File: config.mk
export PLATFORM = sky130hd
export DESIGN_NAME = axis_measure_pulse_mc
export DESIGN_NICKNAME = d
export VERILOG_FILES = /design/src/rtl/axis_measure_pulse_mc_pkg.sv /design/src/rtl/axis_measure_pulse_lane.sv /design/src/rtl/axis_measure_pulse_mc.sv
export SDC_FILE = /design/constraint.sdc
export NUM_CORES = 2
export LEC_CHECK = 0
export BUFFER_PORTS_ARGS = -buffer_cell sky130_fd_sc_hd__buf_2
export CAP_MARGIN = 5
export CORE_MARGIN = 5
export CORE_UTILIZATION = 45
export CTS_CLUSTER_SIZE = 40
export DETAILED_ROUTE_END_ITERATION = 8
export HOLD_SLACK_MARGIN = 0.15
export PLACE_DENSITY_LB_ADDON = 0.12
export SLEW_MARGIN = 20
export SYNTH_ARGS = -nofsm -noshare
export SYNTH_HDL_FRONTEND = slang
export SYNTH_HIERARCHICAL = 1
export SYNTH_SLANG_ARGS = --single-unit
export TNS_END_PERCENT = 50
File: constraint.sdc
create_clock -name aclk -period 32.3 [get_ports aclk]
set_input_delay 1.615 -clock aclk [delete_from_list [all_inputs] [get_ports aclk]]
set_output_delay 1.615 -clock aclk [all_outputs]
set_load 0.02 [all_outputs]
File: src/rtl/axis_measure_pulse_mc_pkg.sv
// Shared types and field layout for the multi-channel pulse measurement block.
package axis_measure_pulse_mc_pkg;

  typedef enum logic [2:0] {
    ST_IDLE,
    ST_DELAY,
    ST_PRE_BASE,
    ST_RAMP_UP,
    ST_TOP,
    ST_RAMP_DOWN,
    ST_POST_BASE
  } state_e;

  localparam int CFG_THR_W  = 32;
  localparam int CFG_AVG_W  = 4;
  localparam int CFG_RSVD_W = 3;
  localparam int AVG_EXT_W  = 15;

  localparam int STS_CNT_W     = 16;
  localparam int STS_PULSE_LSB = 0;
  localparam int STS_DROP_LSB  = 16;

  function automatic int cfg_off_lsb(input int pw);   return 0;           endfunction
  function automatic int cfg_ramp_lsb(input int pw);  return pw;          endfunction
  function automatic int cfg_width_lsb(input int pw); return 2 * pw;      endfunction
  function automatic int cfg_thr_lsb(input int pw);   return 3 * pw;      endfunction
  function automatic int cfg_avg_lsb(input int pw);   return 3 * pw + 32; endfunction
  function automatic int cfg_trig_lsb(input int pw);  return 3 * pw + 36; endfunction
  function automatic int cfg_rsvd_lsb(input int pw);  return 3 * pw + 37; endfunction

  // First phase with a non-zero length; TOP always lasts at least one sample.
  function automatic state_e first_phase(input logic off_nz, input logic half_nz,
                                         input logic ramp_nz);
    if (off_nz)  return ST_DELAY;
    if (half_nz) return ST_PRE_BASE;
    if (ramp_nz) return ST_RAMP_UP;
    return ST_TOP;
  endfunction

endpackage

File: src/rtl/axis_measure_pulse_lane.sv
// One channel: baseline/top accumulators, pulse averaging and the buffered result.
module axis_measure_pulse_lane
  import axis_measure_pulse_mc_pkg::*;
#(
  parameter int SAMPLE_WIDTH = 16,
  parameter int ACC_WIDTH    = 32
) (
  input  logic                           aclk,
  input  logic                           areset,
  input  logic signed [SAMPLE_WIDTH-1:0] sample_i,
  input  logic                           add_base_i,
  input  logic                           add_top_i,
  input  logic                           pulse_end_i,
  input  logic                           avg_done_i,
  input  logic                           load_i,
  input  logic [CFG_AVG_W-1:0]           avg_log2_i,
  input  logic signed [CFG_THR_W-1:0]    threshold_i,
  output logic signed [ACC_WIDTH-1:0]    result_o,
  output logic                           over_o
);

  localparam int AVG_W = ACC_WIDTH + AVG_EXT_W;

  logic signed [ACC_WIDTH-1:0] base_q, top_q, result_q;
  logic signed [AVG_W-1:0]     avg_q;
  logic                        over_q;

  logic signed [ACC_WIDTH-1:0] sample_ext, base_sum, top_sum, diff, result_d;
  logic signed [AVG_W-1:0]     avg_sum, avg_shift;

  // The sample arriving on the pulse-end cycle is folded in before the difference.
  always_comb begin
    sample_ext = ACC_WIDTH'(sample_i);
    base_sum   = base_q + (add_base_i ? sample_ext : '0);
    top_sum    = top_q + (add_top_i ? sample_ext : '0);
    diff       = top_sum - base_sum;
    avg_sum    = avg_q + AVG_W'(diff);
    avg_shift  = avg_sum >>> avg_log2_i;
    result_d   = avg_shift[ACC_WIDTH-1:0];
  end

  logic unused_avg_hi;
  assign unused_avg_hi = ^avg_shift[AVG_W-1:ACC_WIDTH];

  always_ff @(posedge aclk) begin
    if (areset) begin
      base_q   <= '0;
      top_q    <= '0;
      avg_q    <= '0;
      result_q <= '0;
      over_q   <= 1'b0;
    end else begin
      if (pulse_end_i) begin
        base_q <= '0;
        top_q  <= '0;
        avg_q  <= avg_done_i ? '0 : avg_sum;
      end else begin
        base_q <= base_sum;
        top_q  <= top_sum;
      end
      if (load_i) begin
        result_q <= result_d;
        over_q   <= result_d < threshold_i;
      end
    end
  end

  assign result_o = result_q;
  assign over_o   = over_q;

endmodule

File: src/rtl/axis_measure_pulse_mc.sv
// Multi-channel AXI-Stream pulse measurement: phase sequencer, averaging control
// and single-packet result buffer with drop counting.
module axis_measure_pulse_mc
  import axis_measure_pulse_mc_pkg::*;
#(
  parameter int NUM_CH       = 2,
  parameter int SAMPLE_WIDTH = 16,
  parameter int PULSE_WIDTH  = 16,
  parameter int ACC_WIDTH    = 32
) (
  input  logic                           aclk,
  input  logic                           areset,
  input  logic [3*PULSE_WIDTH+39:0]      cfg_data,
  input  logic                           trig,
  input  logic [NUM_CH*SAMPLE_WIDTH-1:0] s_axis_tdata,
  input  logic                           s_axis_tvalid,
  output logic                           s_axis_tready,
  output logic [ACC_WIDTH-1:0]           m_axis_tdata,
  output logic                           m_axis_tvalid,
  output logic                           m_axis_tlast,
  input  logic                           m_axis_tready,
  output logic [NUM_CH-1:0]              overload,
  output logic [31:0]                    sts_data
);

  localparam int PW        = PULSE_WIDTH;
  localparam int IDX_W     = (NUM_CH > 1) ? $clog2(NUM_CH) : 1;
  localparam int OFF_LSB   = cfg_off_lsb(PW);
  localparam int RAMP_LSB  = cfg_ramp_lsb(PW);
  localparam int WIDTH_LSB = cfg_width_lsb(PW);
  localparam int THR_LSB   = cfg_thr_lsb(PW);
  localparam int AVG_LSB   = cfg_avg_lsb(PW);
  localparam int TRIG_LSB  = cfg_trig_lsb(PW);
  localparam int RSVD_LSB  = cfg_rsvd_lsb(PW);

  state_e state_q, state_d, phase;
  logic [PW-1:0] cnt_q, cnt_d, phase_cnt, phase_len;

  logic [PW-1:0]                off_q, ramp_q, width_q;
  logic signed [CFG_THR_W-1:0]  thr_q;
  logic [CFG_AVG_W-1:0]         avg_log2_q;
  logic                         trig_mode_q;

  logic [PW-1:0]                off_in, ramp_in, width_in;
  logic [PW-1:0]                off_e, ramp_e, width_e, half_e;
  logic signed [CFG_THR_W-1:0]  thr_e;
  logic [CFG_AVG_W-1:0]         avg_log2_e;
  logic                         trig_mode_in, trig_mode_e;
  logic                         latch_cfg, add_base, add_top, pulse_end;

  logic [STS_CNT_W-1:0] pulse_cnt_q, dropped_q, avg_cnt_q;
  logic                 avg_done, load, out_valid_q;
  logic [IDX_W-1:0]     idx_q;
  logic [ACC_WIDTH-1:0] lane_result [NUM_CH];

  assign off_in       = cfg_data[OFF_LSB +: PW];
  assign ramp_in      = cfg_data[RAMP_LSB +: PW];
  assign width_in     = cfg_data[WIDTH_LSB +: PW];
  assign trig_mode_in = cfg_data[TRIG_LSB];

  logic unused_cfg_rsvd;
  assign unused_cfg_rsvd = ^cfg_data[RSVD_LSB +: CFG_RSVD_W];

  // In IDLE the live configuration drives the first sample; afterwards the latched copy.
  always_comb begin
    if (state_q == ST_IDLE) begin
      off_e       = off_in;
      ramp_e      = ramp_in;
      width_e     = width_in;
      thr_e       = cfg_data[THR_LSB +: CFG_THR_W];
      avg_log2_e  = cfg_data[AVG_LSB +: CFG_AVG_W];
      trig_mode_e = trig_mode_in;
    end else begin
      off_e       = off_q;
      ramp_e      = ramp_q;
      width_e     = width_q;
      thr_e       = thr_q;
      avg_log2_e  = avg_log2_q;
      trig_mode_e = trig_mode_q;
    end
    half_e = width_e >> 1;
  end

  // NOTE: every output of this block gets a default first, so no path infers a latch.
  always_comb begin
    state_d   = state_q;
    cnt_d     = cnt_q;
    phase     = state_q;
    phase_cnt = cnt_q;
    phase_len = '0;
    latch_cfg = 1'b0;
    add_base  = 1'b0;
    add_top   = 1'b0;
    pulse_end = 1'b0;

    if (state_q == ST_IDLE && (!trig_mode_e || (trig && s_axis_tvalid))) begin
      phase     = first_phase(off_e != '0, half_e != '0, ramp_e != '0);
      phase_cnt = '0;
      state_d   = phase;
      cnt_d     = '0;
      latch_cfg = 1'b1;
    end

    case (phase)
      ST_DELAY:                  phase_len = off_e;
      ST_PRE_BASE, ST_POST_BASE: phase_len = half_e;
      ST_RAMP_UP, ST_RAMP_DOWN:  phase_len = ramp_e;
      ST_TOP:                    phase_len = (width_e == '0) ? PW'(1) : width_e;
      default:                   phase_len = '0;
    endcase

    if (s_axis_tvalid && phase != ST_IDLE) begin
      add_base = (phase == ST_PRE_BASE) || (phase == ST_POST_BASE);
      add_top  = (phase == ST_TOP);
      if (phase_cnt == phase_len - 1'b1) begin
        cnt_d = '0;
        case (phase)
          ST_DELAY:     state_d = first_phase(1'b0, half_e != '0, ramp_e != '0);
          ST_PRE_BASE:  state_d = first_phase(1'b0, 1'b0, ramp_e != '0);
          ST_RAMP_UP:   state_d = ST_TOP;
          ST_TOP: begin
            if (ramp_e != '0)      state_d = ST_RAMP_DOWN;
            else if (half_e != '0) state_d = ST_POST_BASE;
            else                   pulse_end = 1'b1;
          end
          ST_RAMP_DOWN: begin
            if (half_e != '0) state_d = ST_POST_BASE;
            else              pulse_end = 1'b1;
          end
          default:      pulse_end = 1'b1;
        endcase
        if (pulse_end) begin
          if (trig_mode_e) begin
            state_d = ST_IDLE;
          end else begin
            state_d   = first_phase(off_in != '0, (width_in >> 1) != '0, ramp_in != '0);
            latch_cfg = 1'b1;
          end
        end
      end else begin
        cnt_d = phase_cnt + 1'b1;
      end
    end
  end

  assign avg_done = pulse_end && (avg_cnt_q == STS_CNT_W'((1 << avg_log2_e) - 1));
  assign load     = avg_done && !out_valid_q;

  // NOTE: state registers use non-blocking assignments so every flop samples pre-edge values.
  always_ff @(posedge aclk) begin
    if (areset) begin
      state_q     <= ST_IDLE;
      cnt_q       <= '0;
      off_q       <= '0;
      ramp_q      <= '0;
      width_q     <= '0;
      thr_q       <= '0;
      avg_log2_q  <= '0;
      trig_mode_q <= 1'b0;
      pulse_cnt_q <= '0;
      dropped_q   <= '0;
      avg_cnt_q   <= '0;
      out_valid_q <= 1'b0;
      idx_q       <= '0;
    end else begin
      state_q <= state_d;
      cnt_q   <= cnt_d;
      if (latch_cfg) begin
        off_q       <= off_in;
        ramp_q      <= ramp_in;
        width_q     <= width_in;
        thr_q       <= cfg_data[THR_LSB +: CFG_THR_W];
        avg_log2_q  <= cfg_data[AVG_LSB +: CFG_AVG_W];
        trig_mode_q <= trig_mode_in;
      end
      if (pulse_end) begin
        pulse_cnt_q <= pulse_cnt_q + 1'b1;
        avg_cnt_q   <= avg_done ? '0 : avg_cnt_q + 1'b1;
      end
      if (avg_done && out_valid_q && dropped_q != '1) dropped_q <= dropped_q + 1'b1;
      if (load) begin
        out_valid_q <= 1'b1;
      end else if (out_valid_q && m_axis_tready) begin
        if (idx_q == IDX_W'(NUM_CH - 1)) begin
          out_valid_q <= 1'b0;
          idx_q       <= '0;
        end else begin
          idx_q <= idx_q + 1'b1;
        end
      end
    end
  end

  for (genvar k = 0; k < NUM_CH; k++) begin : g_lane
    axis_measure_pulse_lane #(
      .SAMPLE_WIDTH(SAMPLE_WIDTH),
      .ACC_WIDTH   (ACC_WIDTH)
    ) u_lane (
      .aclk       (aclk),
      .areset     (areset),
      .sample_i   (s_axis_tdata[k*SAMPLE_WIDTH +: SAMPLE_WIDTH]),
      .add_base_i (add_base),
      .add_top_i  (add_top),
      .pulse_end_i(pulse_end),
      .avg_done_i (avg_done),
      .load_i     (load),
      .avg_log2_i (avg_log2_e),
      .threshold_i(thr_e),
      .result_o   (lane_result[k]),
      .over_o     (overload[k])
    );
  end

  assign s_axis_tready = 1'b1;
  assign m_axis_tvalid = out_valid_q;
  assign m_axis_tdata  = out_valid_q ? lane_result[idx_q] : '0;
  assign m_axis_tlast  = out_valid_q && (idx_q == IDX_W'(NUM_CH - 1));
  assign sts_data[STS_PULSE_LSB +: STS_CNT_W] = pulse_cnt_q;
  assign sts_data[STS_DROP_LSB +: STS_CNT_W]  = dropped_q;

endmodule

==> impl_metrics.tcl <==
set metrics [dict create \
    vias 38855 \
    layout_common_cells "486 x sky130_fd_sc_hd__nand2_1, 447 x sky130_fd_sc_hd__nor2_1, 441 x sky130_fd_sc_hd__dfxtp_1" \
    cts_hold_repair.buffers 0 \
    setup.worst_path.end_class "register" \
    worst_r2r_endpoint "g_lane[0].u_lane/over_o" \
    post_synth_inst_count 5252 \
    grt_pass1_wl_um 199000 \
    tritoncts "done" \
    postRouteAntennaNets 0 \
    worstSetupPathType "in -> reg" \
    synth_mux_area_share_pct 9.12 \
    synth_async_sr_flop_share_pct 0 \
    worst_path_largest_cell_delay_ns 0.69 \
    worstPathArrival_ns 15.94 \
    post_drt_wl_per_cell_um 19.4 \
    worst_r2r_startpoint "state_q[0]" \
    post_synthesis_to_final_layout_area_growth_pct 8.96 \
    htree_levels 2 \
    synth_cell_type_count 131 \
    clockBufferDepth 3 \
    final_layout_size_suffix_gt1_share_pct 9.95 \
    pwr_density_cell_nw_per_um2 32.9 \
    period_minus_slack_ns 15.34 \
    grt_overflow_total 0 \
    reg2reg_setup_slack_ns 17.47 \
    finalHoldViolCount 0 \
    synth_warnings 6 \
    post_synth_fa_ha_maj_area_fraction_pct 10.9 \
    layout_commonest_cell "sky130_fd_sc_hd__nand2_1" \
    setup_viol_count_final 0 \
    placeableCoreArea_um2 91200 \
    pin_count_of_the_biggest_net_entering_global_routing 241 \
    place.port_buffers 189 \
    area_of_the_multi_input_gates_um2 30500 \
    outcome "finished clean" \
    numClockSinks 442 \
    place_hpwl_um 95700 \
    cp.required_ns 32.89 \
    start_util_pct 45.2 \
    nNetsFinal 5768 \
    timing.critical_path.from "cfg_data[2]" \
    synthesis.area_per_instance_um2 7.85 \
    number_of_global_route_vias_before_repair 36038 \
    placement_rows 111 \
    synth_edf_count 0 \
    synth_compound_area_share_pct 24.4 \
    drv_slew 0 \
    routability_cong 0.896 \
    ctsResizeCount 0 \
    final.setup_skew_ns 0.0518 \
    post_synth_xor_area_fraction_pct 6.21 \
    crit_top_cell "sky130_fd_sc_hd__o21ai_0" \
    r2r_cells 51 \
    seq_area_frac_synth_pct 21.5 \
    slew_headroom_pct 23.7 \
    worstHoldEndpoint "g_lane[1].u_lane/avg_q[24]" \
    grt_setup_unrepaired "no" \
    period_share_pct 47.5 \
    setup.worst_path.start_class "input port" \
    cap_violations 0 \
    synthSimpleGateAreaFrac_pct 23.3 \
    ios 194 \
    clk-insertion-delay-late_ns 0.70 \
    hp-start "g_lane[1].u_lane/avg_q[24]" \
    drt_first_iter_violations 3116 \
    hold_path.class "reg -> reg" \
    cts.repair_timing.setup_buffer_count 0 \
    ys_seq_elements 442 \
    synth_top_family_by_area "compound AO/OA/AOI/OAI gates" \
    slowest_cp_cell "sky130_fd_sc_hd__nor4_1" \
    routed_wl_um 126000 \
    cts_buffers 58 \
    dp_cells 6414 \
    grt_use_total_pct 24.5 \
    dr.pass1.iters 6 \
    syn_nets 5732 \
    synthesis.area_um2 41200 \
    post_layout_nonfiller_instances 6525 \
    route.detailed.drc 0 \
    vdd_ir_drop_max_uv 44.2 \
    floorplan.die_area_um2 97800 \
    tightestPinTransition_ns 1.14 \
    initial_antenna_violation_count 0 \
    fmax_mhz 65.2 \
    timing.hold.worst_path_depth 2 \
    avgViaCountPerCell 5.95 \
    clk_transition_reported_paths_ns 0.06 \
    die_w_um 313 \
    p_leak_nw 19.7 \
    ctsRootBufferMaster "sky130_fd_sc_hd__clkbuf_16" \
    setup_tns_ns 0 \
    nFillCells 9072 \
    seq_area_um2 8850 \
    cp_max_fo 32 \
    total_power_w 0.00148 \
    ys_dominant_reg_cell "sky130_fd_sc_hd__dfxtp_1" \
    die-height_um 313 \
]
layer usage:
| layer | share of wire (%) | global-route usage, % | wire (um) |
|---|---|---|---|
| met1 | 47 | 35.4 | 59900 |
| met2 | 43 | 38.1 | 54800 |
| met3 | 6.5 | 4.24 | 8150 |
| met4 | 2.7 | 6.26 | 3410 |
| met5 | 0 | 0 | 0 |
stage by stage:
stage / instance area [um2] / util (%) / setup WS [ns] / hold slack (ns)
finish: 44900 / 49.2 / 16.96 / 0.457
global route: 44900 / 49.2 / 16.20 / 0.479
CTS: 44900 / 49.2 / 17.30 / 0.463
detailed placement: 42900 / 47.0 / 16.63 / 0.450
global placement: 42900 / 47.0 / 16.75 / 0.441
floorplan: 41200 / - / 19.64 / 0.426
state kept, by name (all words and copies together), names as in the netlist, 16 cells and up:
name                    cells
g_lane.u_lane/top_q        64
g_lane.u_lane/avg_q        94
avg_cnt_q                  16
width_q                    16
ramp_q                     16
g_lane.u_lane/base_q       64
pulse_cnt_q                16
thr_q                      32
off_q                      16
cnt_q                      16
dropped_q                  16
g_lane.u_lane/result_o     64
cells in the mapped netlist (21+ instances only):
library cell | n | area share, %
sky130_fd_sc_hd__nand2_1 | 487 | 4.4
sky130_fd_sc_hd__nor2_1 | 450 | 4.1
sky130_fd_sc_hd__dfxtp_1 | 442 | 21
sky130_fd_sc_hd__a21oi_1 | 381 | 4.6
sky130_fd_sc_hd__ha_1 | 347 | 11
sky130_fd_sc_hd__o21ai_0 | 288 | 3.5
sky130_fd_sc_hd__mux2i_1 | 230 | 5.6
sky130_fd_sc_hd__nand2b_1 | 216 | 3.3
sky130_fd_sc_hd__inv_1 | 214 | 1.9
sky130_fd_sc_hd__clkbuf_1 | 174 | 1.6
sky130_fd_sc_hd__xnor2_1 | 172 | 3.7
sky130_fd_sc_hd__and2_1 | 161 | 2.4
sky130_fd_sc_hd__a21o_1 | 152 | 2.8
sky130_fd_sc_hd__nand3_1 | 116 | 1.4
sky130_fd_sc_hd__xor2_1 | 109 | 2.3
sky130_fd_sc_hd__nor3_1 | 104 | 1.3
sky130_fd_sc_hd__nand4_1 | 63 | 0.96
sky130_fd_sc_hd__or3_1 | 63 | 0.96
sky130_fd_sc_hd__a211oi_1 | 60 | 1.1
sky130_fd_sc_hd__o21a_1 | 58 | 1.1
sky130_fd_sc_hd__a22o_1 | 56 | 1.2
sky130_fd_sc_hd__mux4_2 | 53 | 2.9
sky130_fd_sc_hd__and3_1 | 51 | 0.77
sky130_fd_sc_hd__nor2b_1 | 45 | 0.68
sky130_fd_sc_hd__nor4_1 | 45 | 0.68
sky130_fd_sc_hd__o211ai_1 | 43 | 0.78
sky130_fd_sc_hd__a31oi_1 | 41 | 0.62
sky130_fd_sc_hd__buf_2 | 29 | 0.35
sky130_fd_sc_hd__or2_2 | 28 | 0.42
sky130_fd_sc_hd__o21bai_1 | 26 | 0.47
sky130_fd_sc_hd__o31ai_1 | 26 | 0.47
sky130_fd_sc_hd__a21boi_0 | 24 | 0.44
sky130_fd_sc_hd__o21ai_1 | 23 | 0.28
sky130_fd_sc_hd__buf_1 | 21 | 0.19
sky130_fd_sc_hd__mux2_2 | 21 | 0.57
worst max-delay path by stage:
| stage | end | depth (start not counted) |
|---|---|---|
| after floorplan | g_lane[0].u_lane/over_o | 51 |
| after global placement | g_lane[0].u_lane/over_o | 51 |
| after detailed placement | g_lane[0].u_lane/over_o | 50 |
| after CTS | g_lane[0].u_lane/over_o | 50 |
| after global routing | g_lane[0].u_lane/over_o | 50 |
| final | g_lane[0].u_lane/over_o | 50 |
critical path, delay by kind of cell:
kind	cells	cell delay, ns
AO/OA/AOI/OAI	24	6.41
XOR/XNOR	4	0.96
buffers and inverters	4	0.78
adder cells (fa/ha/maj)	5	1.78
AND/OR/NAND/NOR	13	4.27
power by group:
part	internal [W]	leakage (nW)	switching (W)
Sequential	0.000553	3.57	0.00000689
Combinational	0.0000835	15.2	0.000141
Clock	0.000410	0.997	0.000283
kinds of logic (layout without fill, tap and decap cells):
| logic type | after synthesis | in the layout |
|---|---|---|
| adder cells (fa/ha/maj) | 355 | 355 |
| AND/OR/NAND/NOR | 1914 | 1914 |
| AO/OA/AOI/OAI | 1480 | 1480 |
| XOR/XNOR | 286 | 286 |
| flip-flops | 442 | 442 |
| buffers and inverters | 468 | 554 |
| other | 1 | 2 |
| multiplexers | 306 | 306 |
area by class of cell:
class,instances,area share (%)
Sequential cell,442,19.7
Clock buffer,82,3.72
Clock inverter,28,0.772
Multi-Input combinational cell,4342,67.9
Timing Repair Buffer,223,2.72
Antenna cell,1,0.00557
Inverter,221,1.86
Tap cell,1186,3.30
Power figures use the tool's default switching activity.
